## config.mk

```make
export PLATFORM = sky130hd
export DESIGN_NAME = forward_unit
export DESIGN_NICKNAME = d
export VERILOG_FILES = /design/src/rtl/pipe_pkg.sv /design/src/rtl/fwd_match.sv /design/src/rtl/forward_unit.sv
export SDC_FILE = /design/constraint.sdc
export NUM_CORES = 1
export LEC_CHECK = 0
export CORE_ASPECT_RATIO = 1.25
export CORE_UTILIZATION = 40
export DETAILED_ROUTE_END_ITERATION = 6
export PLACE_DENSITY = 0.66
export SETUP_SLACK_MARGIN = 0.3
export SLEW_MARGIN = 30
export SYNTH_ARGS = -nofsm -noshare
export SYNTH_HDL_FRONTEND = slang
export SYNTH_SLANG_ARGS = --single-unit
```

## constraint.sdc

```tcl
create_clock -name clk -period 3.57 [get_ports clk]
set_input_delay 0.714 -clock clk [delete_from_list [all_inputs] [get_ports clk]]
set_output_delay 0.714 -clock clk [all_outputs]
set_load 0.05 [all_outputs]
```

## src/rtl/pipe_pkg.sv

```systemverilog
// Shared pipeline definitions for the forwarding logic.
//   fwd_sel_t   : EX operand bypass select encoding
//   stage_tag_t : destination tag carried by an in-flight pipeline stage
//   ZERO_REG    : index of XZR, which is never a forwarding source
package pipe_pkg;

    localparam int PIPE_REG_W = 5;
    localparam int PIPE_CNT_W = 16;
    localparam logic [PIPE_REG_W-1:0] ZERO_REG = 5'd31;

    typedef enum logic [1:0] {
        FWD_RF    = 2'b00,
        FWD_MEMWB = 2'b01,
        FWD_EXMEM = 2'b10
    } fwd_sel_t;

    typedef struct packed {
        logic                  valid;
        logic [PIPE_REG_W-1:0] rd;
        logic                  reg_write;
        logic                  mem_read;
    } stage_tag_t;

endpackage

```

## src/rtl/fwd_match.sv

```systemverilog
// Combinational bypass select for one EX source operand.
// Compares the source index against the EX/MEM and MEM/WB destination tags;
// the younger EX/MEM producer wins when both match. XZR never matches.
// Ports:
//   src          : source register index of the instruction in EX
//   ex_valid/ex_rd/ex_reg_write : EX/MEM producer tag
//   wb_valid/wb_rd/wb_reg_write : MEM/WB producer tag
//   sel          : 00 regfile, 10 EX/MEM, 01 MEM/WB
module fwd_match #(
    parameter int REG_W    = 5,
    parameter int ZERO_IDX = 31
) (
    input  logic [REG_W-1:0] src,
    input  logic             ex_valid,
    input  logic [REG_W-1:0] ex_rd,
    input  logic             ex_reg_write,
    input  logic             wb_valid,
    input  logic [REG_W-1:0] wb_rd,
    input  logic             wb_reg_write,
    output logic [1:0]       sel
);
    import pipe_pkg::*;

    localparam logic [REG_W-1:0] ZERO_RD = REG_W'(ZERO_IDX);

    logic     ex_hit_s;
    logic     wb_hit_s;
    fwd_sel_t sel_s;

    // Producer hit detection per stage
    always_comb begin
        ex_hit_s = ex_valid & ex_reg_write & (ex_rd == src) & (ex_rd != ZERO_RD);
        wb_hit_s = wb_valid & wb_reg_write & (wb_rd == src) & (wb_rd != ZERO_RD);
    end

    // Priority select: youngest producer first
    always_comb begin
        sel_s = FWD_RF;
        case ({ex_hit_s, wb_hit_s})
            2'b10, 2'b11: sel_s = FWD_EXMEM;
            2'b01:        sel_s = FWD_MEMWB;
            2'b00:        sel_s = FWD_RF;
            default:      sel_s = FWD_RF;
        endcase
    end

    assign sel = sel_s;

endmodule

```

## src/rtl/forward_unit.sv

```systemverilog
// EX-stage operand forwarding unit.
// Keeps a shadow ID/EX -> EX/MEM -> MEM/WB copy of in-flight destination
// tags and drives the operand bypass selects for the instruction in EX.
// Stall and flush decisions come from the load-use hazard detector.
// Ports:
//   clk, reset            : clock, synchronous active-high reset
//   stall_in, flush_in    : bubble into EX / squash younger instructions
//   id_valid, id_Rn, id_Rm, id_Rd, id_regWrite, id_memRead : ID-stage instruction
//   fwdA, fwdB            : EX operand selects (00 regfile, 10 EX/MEM, 01 MEM/WB)
//   exmem_load            : EX/MEM holds a valid load
//   fwd_count             : saturating count of cycles with any forward active
//   bubble_count          : saturating count of bubble-inserting cycles
module forward_unit #(
    parameter int REG_W    = pipe_pkg::PIPE_REG_W,
    parameter int ZERO_REG = 31,
    parameter int CNT_W    = pipe_pkg::PIPE_CNT_W
) (
    input  logic             clk,
    input  logic             reset,
    input  logic             stall_in,
    input  logic             flush_in,
    input  logic             id_valid,
    input  logic [REG_W-1:0] id_Rn,
    input  logic [REG_W-1:0] id_Rm,
    input  logic [REG_W-1:0] id_Rd,
    input  logic             id_regWrite,
    input  logic             id_memRead,
    output logic [1:0]       fwdA,
    output logic [1:0]       fwdB,
    output logic             exmem_load,
    output logic [CNT_W-1:0] fwd_count,
    output logic [CNT_W-1:0] bubble_count
);
    import pipe_pkg::*;

    localparam stage_tag_t BUBBLE_TAG = '{valid: 1'b0, rd: '0, reg_write: 1'b0, mem_read: 1'b0};
    localparam logic [CNT_W-1:0] CNT_MAX = {CNT_W{1'b1}};
    localparam logic [CNT_W-1:0] CNT_ONE = {{(CNT_W-1){1'b0}}, 1'b1};

    stage_tag_t       idex_tag_r;
    logic [REG_W-1:0] idex_rn_r;
    logic [REG_W-1:0] idex_rm_r;
    stage_tag_t       exmem_tag_r;
    logic             memwb_valid_r;
    logic [REG_W-1:0] memwb_rd_r;
    logic             memwb_reg_write_r;
    logic [CNT_W-1:0] fwd_count_r;
    logic [CNT_W-1:0] bubble_count_r;
    logic [1:0]       sel_a_s;
    logic [1:0]       sel_b_s;
    logic [1:0]       fwd_a_s;
    logic [1:0]       fwd_b_s;

    // Shadow pipeline advance; flush squashes both younger stages, MEM/WB always advances
    always_ff @(posedge clk) begin
        if (reset) begin
            idex_tag_r        <= BUBBLE_TAG;
            idex_rn_r         <= '0;
            idex_rm_r         <= '0;
            exmem_tag_r       <= BUBBLE_TAG;
            memwb_valid_r     <= 1'b0;
            memwb_rd_r        <= '0;
            memwb_reg_write_r <= 1'b0;
        end else begin
            memwb_valid_r     <= exmem_tag_r.valid;
            memwb_rd_r        <= exmem_tag_r.rd;
            memwb_reg_write_r <= exmem_tag_r.reg_write;
            if (flush_in) begin
                idex_tag_r  <= BUBBLE_TAG;
                idex_rn_r   <= '0;
                idex_rm_r   <= '0;
                exmem_tag_r <= BUBBLE_TAG;
            end else if (stall_in) begin
                idex_tag_r  <= BUBBLE_TAG;
                idex_rn_r   <= '0;
                idex_rm_r   <= '0;
                exmem_tag_r <= idex_tag_r;
            end else begin
                idex_tag_r  <= '{valid: id_valid, rd: id_Rd, reg_write: id_regWrite,
                                 mem_read: id_memRead};
                idex_rn_r   <= id_Rn;
                idex_rm_r   <= id_Rm;
                exmem_tag_r <= idex_tag_r;
            end
        end
    end

    fwd_match #(.REG_W(REG_W), .ZERO_IDX(ZERO_REG)) u_match_a (
        .src          (idex_rn_r),
        .ex_valid     (exmem_tag_r.valid),
        .ex_rd        (exmem_tag_r.rd),
        .ex_reg_write (exmem_tag_r.reg_write),
        .wb_valid     (memwb_valid_r),
        .wb_rd        (memwb_rd_r),
        .wb_reg_write (memwb_reg_write_r),
        .sel          (sel_a_s)
    );

    fwd_match #(.REG_W(REG_W), .ZERO_IDX(ZERO_REG)) u_match_b (
        .src          (idex_rm_r),
        .ex_valid     (exmem_tag_r.valid),
        .ex_rd        (exmem_tag_r.rd),
        .ex_reg_write (exmem_tag_r.reg_write),
        .wb_valid     (memwb_valid_r),
        .wb_rd        (memwb_rd_r),
        .wb_reg_write (memwb_reg_write_r),
        .sel          (sel_b_s)
    );

    // A bubble in EX has no operands to bypass
    always_comb begin
        fwd_a_s = FWD_RF;
        fwd_b_s = FWD_RF;
        if (idex_tag_r.valid) begin
            fwd_a_s = sel_a_s;
            fwd_b_s = sel_b_s;
        end else begin
            fwd_a_s = FWD_RF;
            fwd_b_s = FWD_RF;
        end
    end

    // Saturating count of cycles with an active forward
    always_ff @(posedge clk) begin
        if (reset) begin
            fwd_count_r <= '0;
        end else if (((fwd_a_s != 2'b00) || (fwd_b_s != 2'b00)) && (fwd_count_r != CNT_MAX)) begin
            fwd_count_r <= fwd_count_r + CNT_ONE;
        end else begin
            fwd_count_r <= fwd_count_r;
        end
    end

    // Saturating count of cycles that inserted a bubble
    always_ff @(posedge clk) begin
        if (reset) begin
            bubble_count_r <= '0;
        end else if ((stall_in || flush_in) && (bubble_count_r != CNT_MAX)) begin
            bubble_count_r <= bubble_count_r + CNT_ONE;
        end else begin
            bubble_count_r <= bubble_count_r;
        end
    end

    assign fwdA         = fwd_a_s;
    assign fwdB         = fwd_b_s;
    assign exmem_load   = exmem_tag_r.valid & exmem_tag_r.mem_read;
    assign fwd_count    = fwd_count_r;
    assign bubble_count = bubble_count_r;

endmodule

```

==> flow_metrics.tcl, run 1 <==
set metrics [dict create \
    grt_max_degree 35 \
    globalplace.congestion 0.893 \
    clock_latency_ns 0.34 \
    antenna_found_initial 0 \
    grt_pass1_vias 2045 \
    fill_cells 618 \
    powerDensity_nw_per_um2 390 \
    min_period_ns 3.12 \
    cts_tree "built" \
    synthArstFlopShare_pct 0 \
    path_cells "and3_1, o21ai_2, or4_4, nor2_1, clkdlybuf4s50_1" \
    start_util_pct 42.2 \
    max_stage_delay_ns 0.80 \
    clock-sinks 65 \
    ios 59 \
    seq_area_um2 1300 \
    crit_path_end_kind "output port" \
    maxSlewViolCount 0 \
    hold_viol 0 \
    worst_slew_pin_slew_ns 0.704 \
    cp.depth 5 \
    synth_warnings 0 \
    num_vias 2195 \
    crit_type "reg -> out" \
    synth_area_um2 2670 \
    rsz0062_at_grt "false" \
    synthFlopType "dfxtp_1" \
    synth-edff-count 0 \
    totalNegativeSetupSlack_ns 0 \
    ir_worst_vdd_v 0.000291 \
    path_buf_inv 1 \
    cpMaxStageDelayCell "clkdlybuf4s50_1" \
    ctsHoldBuffers 0 \
    yosysSeqAreaShare_pct 48.7 \
    antennaDiodeCount 0 \
    drive_gt1_share_pct 6.01 \
    multi_input_area_um2 1330 \
    p_leak_uw 0.00126 \
    grt_util_all_layers_pct 17.1 \
    status "finished clean" \
    first_pass_iters 4 \
    globalRouteOverflowTotal 0 \
    hold-path-cell-count 1 \
    crit_path_max_fanout 5 \
    synthTopCellsByArea "dfxtp_1 (49%), and2_1 (6.8%), xnor2_1 (6.6%)" \
    chipHeight_um 93.4 \
    synthCells 298 \
    setup_viol 0 \
    synth_nets 322 \
    grt_first_pass_wirelength_um 8850 \
    maxCapViolations 0 \
    hold_class "reg -> reg" \
    synth.most_common_cell "dfxtp_1" \
    rows 32 \
    cts_buffers 9 \
    dpl.hpwl_um 3990 \
    die_x_um 75.1 \
    cp-start-kind "flip-flop" \
    htreeDepth 3 \
    finClkSkew_ns 0.00810 \
    fin_crit_sh_pct 87.3 \
    layout.nets 385 \
    drc 0 \
    synth_seq_cells 65 \
    cts_root_buf "clkbuf_8" \
    utilization_pct 55.8 \
    drt_iter0_markers 84 \
    cts_buffer_depth 2 \
    fmax_mhz 321 \
    clk_pin_slew_ns 0.07 \
    synth_top_cell_by_area "dfxtp_1" \
    wire_per_inst_um 12.1 \
    worstPathArrival_ns 2.40 \
    routed_wl_um 5440 \
    yosysUniqueCellTypes 32 \
    slew_headroom_pct 53.0 \
    yosys-top-cells-count "dfxtp_1 (65), and2_1 (29), nor2_1 (26), nand2_1 (20), xnor2_1 (20)" \
    cp_top_family "simple AND/OR/NAND/NOR gates" \
    synth_top_area_share_pct 48.7 \
    avgViaCountPerCell 4.87 \
    core_region_area_um2 6330 \
    route.antenna.remaining_nets 0 \
    port_buffers 58 \
    die_area_um2 7010 \
    required_ns 2.86 \
    synthToLayoutAreaGrowth_pct 32.0 \
    r2r_cells 7 \
    avgSynthCellArea_um2 8.96 \
]
==> worst register-to-register path, delay by kind of cell (launching register included) <==
| family | cells | cell delay [ns] |
|---|---|---|
| AO/OA/AOI/OAI | 3 | 0.69 |
| flip-flops | 1 | 0.38 |
| multiplexers | 1 | 0.34 |
| AND/OR/NAND/NOR | 3 | 1.03 |
==> cells by family (layout without fill, tap and decap cells) <==
logic type                 after synthesis  count (layout)  synth area share (%)
AOI/OAI and AO/OA                       39              39                  8.01
xor gates and xnor gates                32              32                  10.5
adders and majority gates                2               2                 0.937
buffers and inverters                   13              81                  2.15
DFF                                     65              65                  48.7
muxes                                    3               3                  1.22
and+or+nand+nor                        144             144                  28.5
==> where the power goes <==
| group | switching (µW) | total (µW) | internal (µW) |
|---|---|---|---|
| Clock | 282 | 552 | 270 |
| Combinational | 39.1 | 79.3 | 40.2 |
| Sequential | 9.44 | 744 | 735 |
| Total | 331 | 1380 | 1040 |
==> state kept, by name, summed over array words and instances, names as in the netlist <==
name and cells:
bubble_count 16, exmem_tag_r 8, fwd_count 16, idex_rm_r 5
idex_rn_r 5, idex_tag_r 8, memwb_rd_r 5, memwb_reg_write_r 1
memwb_valid_r 1
==> layout make-up <==
class / count / area share [%]
clock buffer: 10 / 3.90
multi-input combinational: 220 / 37.6
tap: 85 / 3.02
timing repair buffer: 60 / 16.8
clock inverter: 6 / 1.24
sequential: 65 / 36.9
inverter: 5 / 0.532
==> metrics by stage <==
stage                     instance area [µm²]  hold WS [ns]  setup WS (ns)  total power (µW)  cells
after global placement                   3330         0.411          0.745               840    435
after CTS                                3510         0.424          0.403              1400    451
after detailed placement                 3330         0.412          0.682               841    435
after floorplan                          2670         0.406           1.01               801    298
final                                    3530         0.424          0.453              1380    451
after global routing                     3530         0.438          0.342              1430    451
==> layout by cell type, fill, tap and decap left out, drive strengths merged <==
| cell type | synthesis | layout |
|---|---|---|
| a21o | 2 | 2 |
| a21oi | 18 | 18 |
| and2 | 29 | 29 |
| and3 | 3 | 3 |
| and4 | 1 | 1 |
| and4b | 1 | 1 |
| buf | 2 | 2 |
| clkbuf | 6 | 10 |
| clkdlybuf4s50 | 0 | 57 |
| clkinv | 0 | 2 |
| clkinvlp | 0 | 4 |
| dfxtp | 65 | 65 |
| dlygate4sd2 | 0 | 1 |
| ha | 2 | 2 |
| inv | 5 | 5 |
| mux2 | 2 | 2 |
| mux2i | 1 | 1 |
| nand2 | 20 | 20 |
| nand3 | 17 | 17 |
| nand4 | 6 | 6 |
| nor2 | 26 | 26 |
| nor2b | 9 | 9 |
| nor3 | 13 | 13 |
| nor4 | 3 | 3 |
| o211ai | 1 | 1 |
| o21ai | 16 | 16 |
| o31ai | 1 | 1 |
| o32a | 1 | 1 |
| or3 | 14 | 14 |
| or4 | 2 | 2 |
| xnor2 | 20 | 20 |
| xor2 | 12 | 12 |
==> final timing paths <==
path / startpoint / endpoint / slack, ns
max reg2reg: idex_tag_r[7] / fwd_count[7] / 1.01
min reg2reg: idex_tag_r[5] / exmem_tag_r[5] / 0.42
min: idex_tag_r[5] / exmem_tag_r[5] / 0.42
max: idex_tag_r[7] / fwdB[0] / 0.45
==> timing repair <==
action                                  4_1_cts  5_1_grt
endpoints found under the setup margin        1        2
gates resized for setup                       1        2
setup buffers                                 0        0
==> layer usage <==
metal  wire length [µm]  track usage [%]
met1               2430             19.0
met2               2610             28.2
met3                276             5.50
met4                122             9.43
met5                  0                0
Note: power is estimated with default switching activity, not from simulation.
==> inputs of run 2 (changes only) <==
CTS_CLUSTER_SIZE = 30   (was default)
clock period = 3.55 ns   (was 3.57 ns; I/O delays follow)
==> results of run 2 <==
The final DEF is identical to that of run 1. Status: finished clean.
Main changes from that run: setup slack after placement 0.682 ns -> 0.666 ns; setup slack after layout 0.453 ns -> 0.437 ns; register-to-register setup slack 1.01 ns -> 0.99 ns; worst IR drop on VDD 0.000291 V -> 0.000293 V
==> inputs of run 3 (changes only) <==
TNS_END_PERCENT = 100   (was default)
clock period = 2.87 ns   (was 3.55 ns; I/O delays follow)
==> run 3 against run 2 <==
Count of clock-buffer cells in the layout is 1 lower. Non-clock buffer count is 1 higher. Worst hold slack better by 0.0038 ns. Largest cell class unchanged. Global-route usage is 0.20 points higher. Core utilization is 0.12 points lower. Clock power is 19% higher. Flip-flop and latch count stayed put. Final area is 0.21% lower. Clock skew is 0.00085 ns lower. Critical endpoint unchanged.
==> flow_metrics.tcl, run 3 (synthesis results as in run 1) <==
set metrics [dict create \
    whs_ns 0.428 \
    cpMaxStageDelayCell "or4_4" \
    crit_path_end_kind "output port" \
    die_area_um2 7010 \
    slew_headroom_pct 52.8 \
    synthToLayoutAreaGrowth_pct 31.8 \
    core_region_area_um2 6330 \
    cp.depth 5 \
    globalRouteOverflowTotal 0 \
    die_x_um 75.1 \
    hold_class "reg -> reg" \
    grt_max_degree 43 \
    cts_root_buf "clkbuf_8" \
    cts_buffer_depth 2 \
    ios 59 \
    max_stage_delay_ns 0.53 \
    rsz0062_at_grt "false" \
    mostFrequentLayoutCells "dfxtp_1 (65), clkdlybuf4s50_1 (54), and2_1 (29)" \
    setup_viol 0 \
    crit_path_max_fanout 5 \
    maxSlewViolCount 0 \
    drc 0 \
    globalplace.congestion 0.863 \
    clock-sinks 65 \
    num_vias 2224 \
    clk_pin_slew_ns 0.07 \
    avgViaCountPerCell 4.92 \
    clock_latency_ns 0.33 \
    worst_slew_pin_slew_ns 0.704 \
    hold_viol 0 \
    min_period_ns 2.40 \
    fmax_mhz 416 \
    finalPower_uw 1680 \
    wire_per_inst_um 12.1 \
    port_buffers 58 \
    maxCapViolations 0 \
    setup_ws_ns 0.467 \
    first_pass_iters 4 \
    grt_first_pass_wirelength_um 9160 \
    cts_buffers 9 \
    cp-start-kind "flip-flop" \
    grt_util_all_layers_pct 17.3 \
    hold-path-cell-count 1 \
    powerDensity_nw_per_um2 478 \
    start_util_pct 42.2 \
    route.antenna.remaining_nets 0 \
    path_cells "and3_1, o21ai_2, or4_4, nor2_1, buf_4" \
    layout.nets 386 \
    cp_top_family "simple AND/OR/NAND/NOR gates" \
    rows 32 \
    post-cts-setup-buffers 0 \
    worstPathArrival_ns 1.83 \
    grt_pass1_vias 2122 \
    post-place-cells 436 \
    routed_wl_um 5490 \
    required_ns 2.30 \
    totalNegativeSetupSlack_ns 0 \
    fin_crit_sh_pct 83.7 \
    finClkSkew_ns 0.00725 \
    status "finished clean" \
    htreeDepth 3 \
    ir_worst_vdd_v 0.000288 \
    pre_cts_slack_ns 0.287 \
    chipHeight_um 93.4 \
    antennaDiodeCount 0 \
    dpl.hpwl_um 3880 \
    drt_iter0_markers 116 \
    cts_tree "built" \
    layoutNonFillerInstCount 452 \
    p_leak_uw 0.00127 \
    antenna_found_initial 0 \
    path_buf_inv 1 \
    crit_type "reg -> out" \
    final_common_cell "dfxtp_1" \
    r2r_cells 7 \
    drive_gt1_share_pct 7.63 \
]
-- run 3: cell count changes in the layout (fill, tap and decap cells not counted), sizes merged --
| cell | previous run | this run |
|---|---|---|
| buf | 2 | 6 |
| clkdlybuf4s50 | 57 | 54 |
| clkinv | 2 | 5 |
| clkinvlp | 4 | 2 |
| dlygate4sd2 | 1 | 0 |
-- run 3: cell type report --
class / instances / area, µm²
fillers: 613 / 2810
clock buffers: 9 / 124
flip-flops and latches: 65 / 1300
well taps: 85 / 106
inverters: 5 / 18.8
repair buffers: 61 / 591
multi-input cells: 220 / 1330
clock inverters: 7 / 47.5
-- run 3: routing by layer --
metal	wire length [µm]	GRT usage, %
met2	2680	28.8
met3	256	5.93
met5	0	0
met4	90	7.70
met1	2460	19.5
-- run 3: through the flow --
step | cell area, µm² | util (%)
floorplan | 2670 | -
global placement | 3330 | 52.7
detailed placement | 3340 | 52.8
CTS | 3520 | 55.6
global route | 3520 | 55.6
finish | 3520 | 55.6
-- run 3: what timing repair did --
action,4_1_cts,5_1_grt
endpoints found under the setup margin,3,14
gates resized for setup,2,5
hold buffers,0,0
pin swaps,0,0
-- run 3: power breakdown --
part,leakage [µW],total [µW],internal [µW],switching (µW)
Clock,0.0000850,661,311,350
Sequential,0.000526,927,914,12.4
Combinational,0.000659,96.8,49.5,47.4
Total,0.00127,1680,1270,410
-- run 3: worst paths after layout --
check | startpoint | endpoint | slack, ns
min reg2reg | idex_tag_r[0] | exmem_tag_r[0] | 0.43
max reg2reg | idex_tag_r[7] | fwd_count[5] | 0.49
min | idex_tag_r[0] | exmem_tag_r[0] | 0.43
max | idex_tag_r[7] | fwdB[0] | 0.47
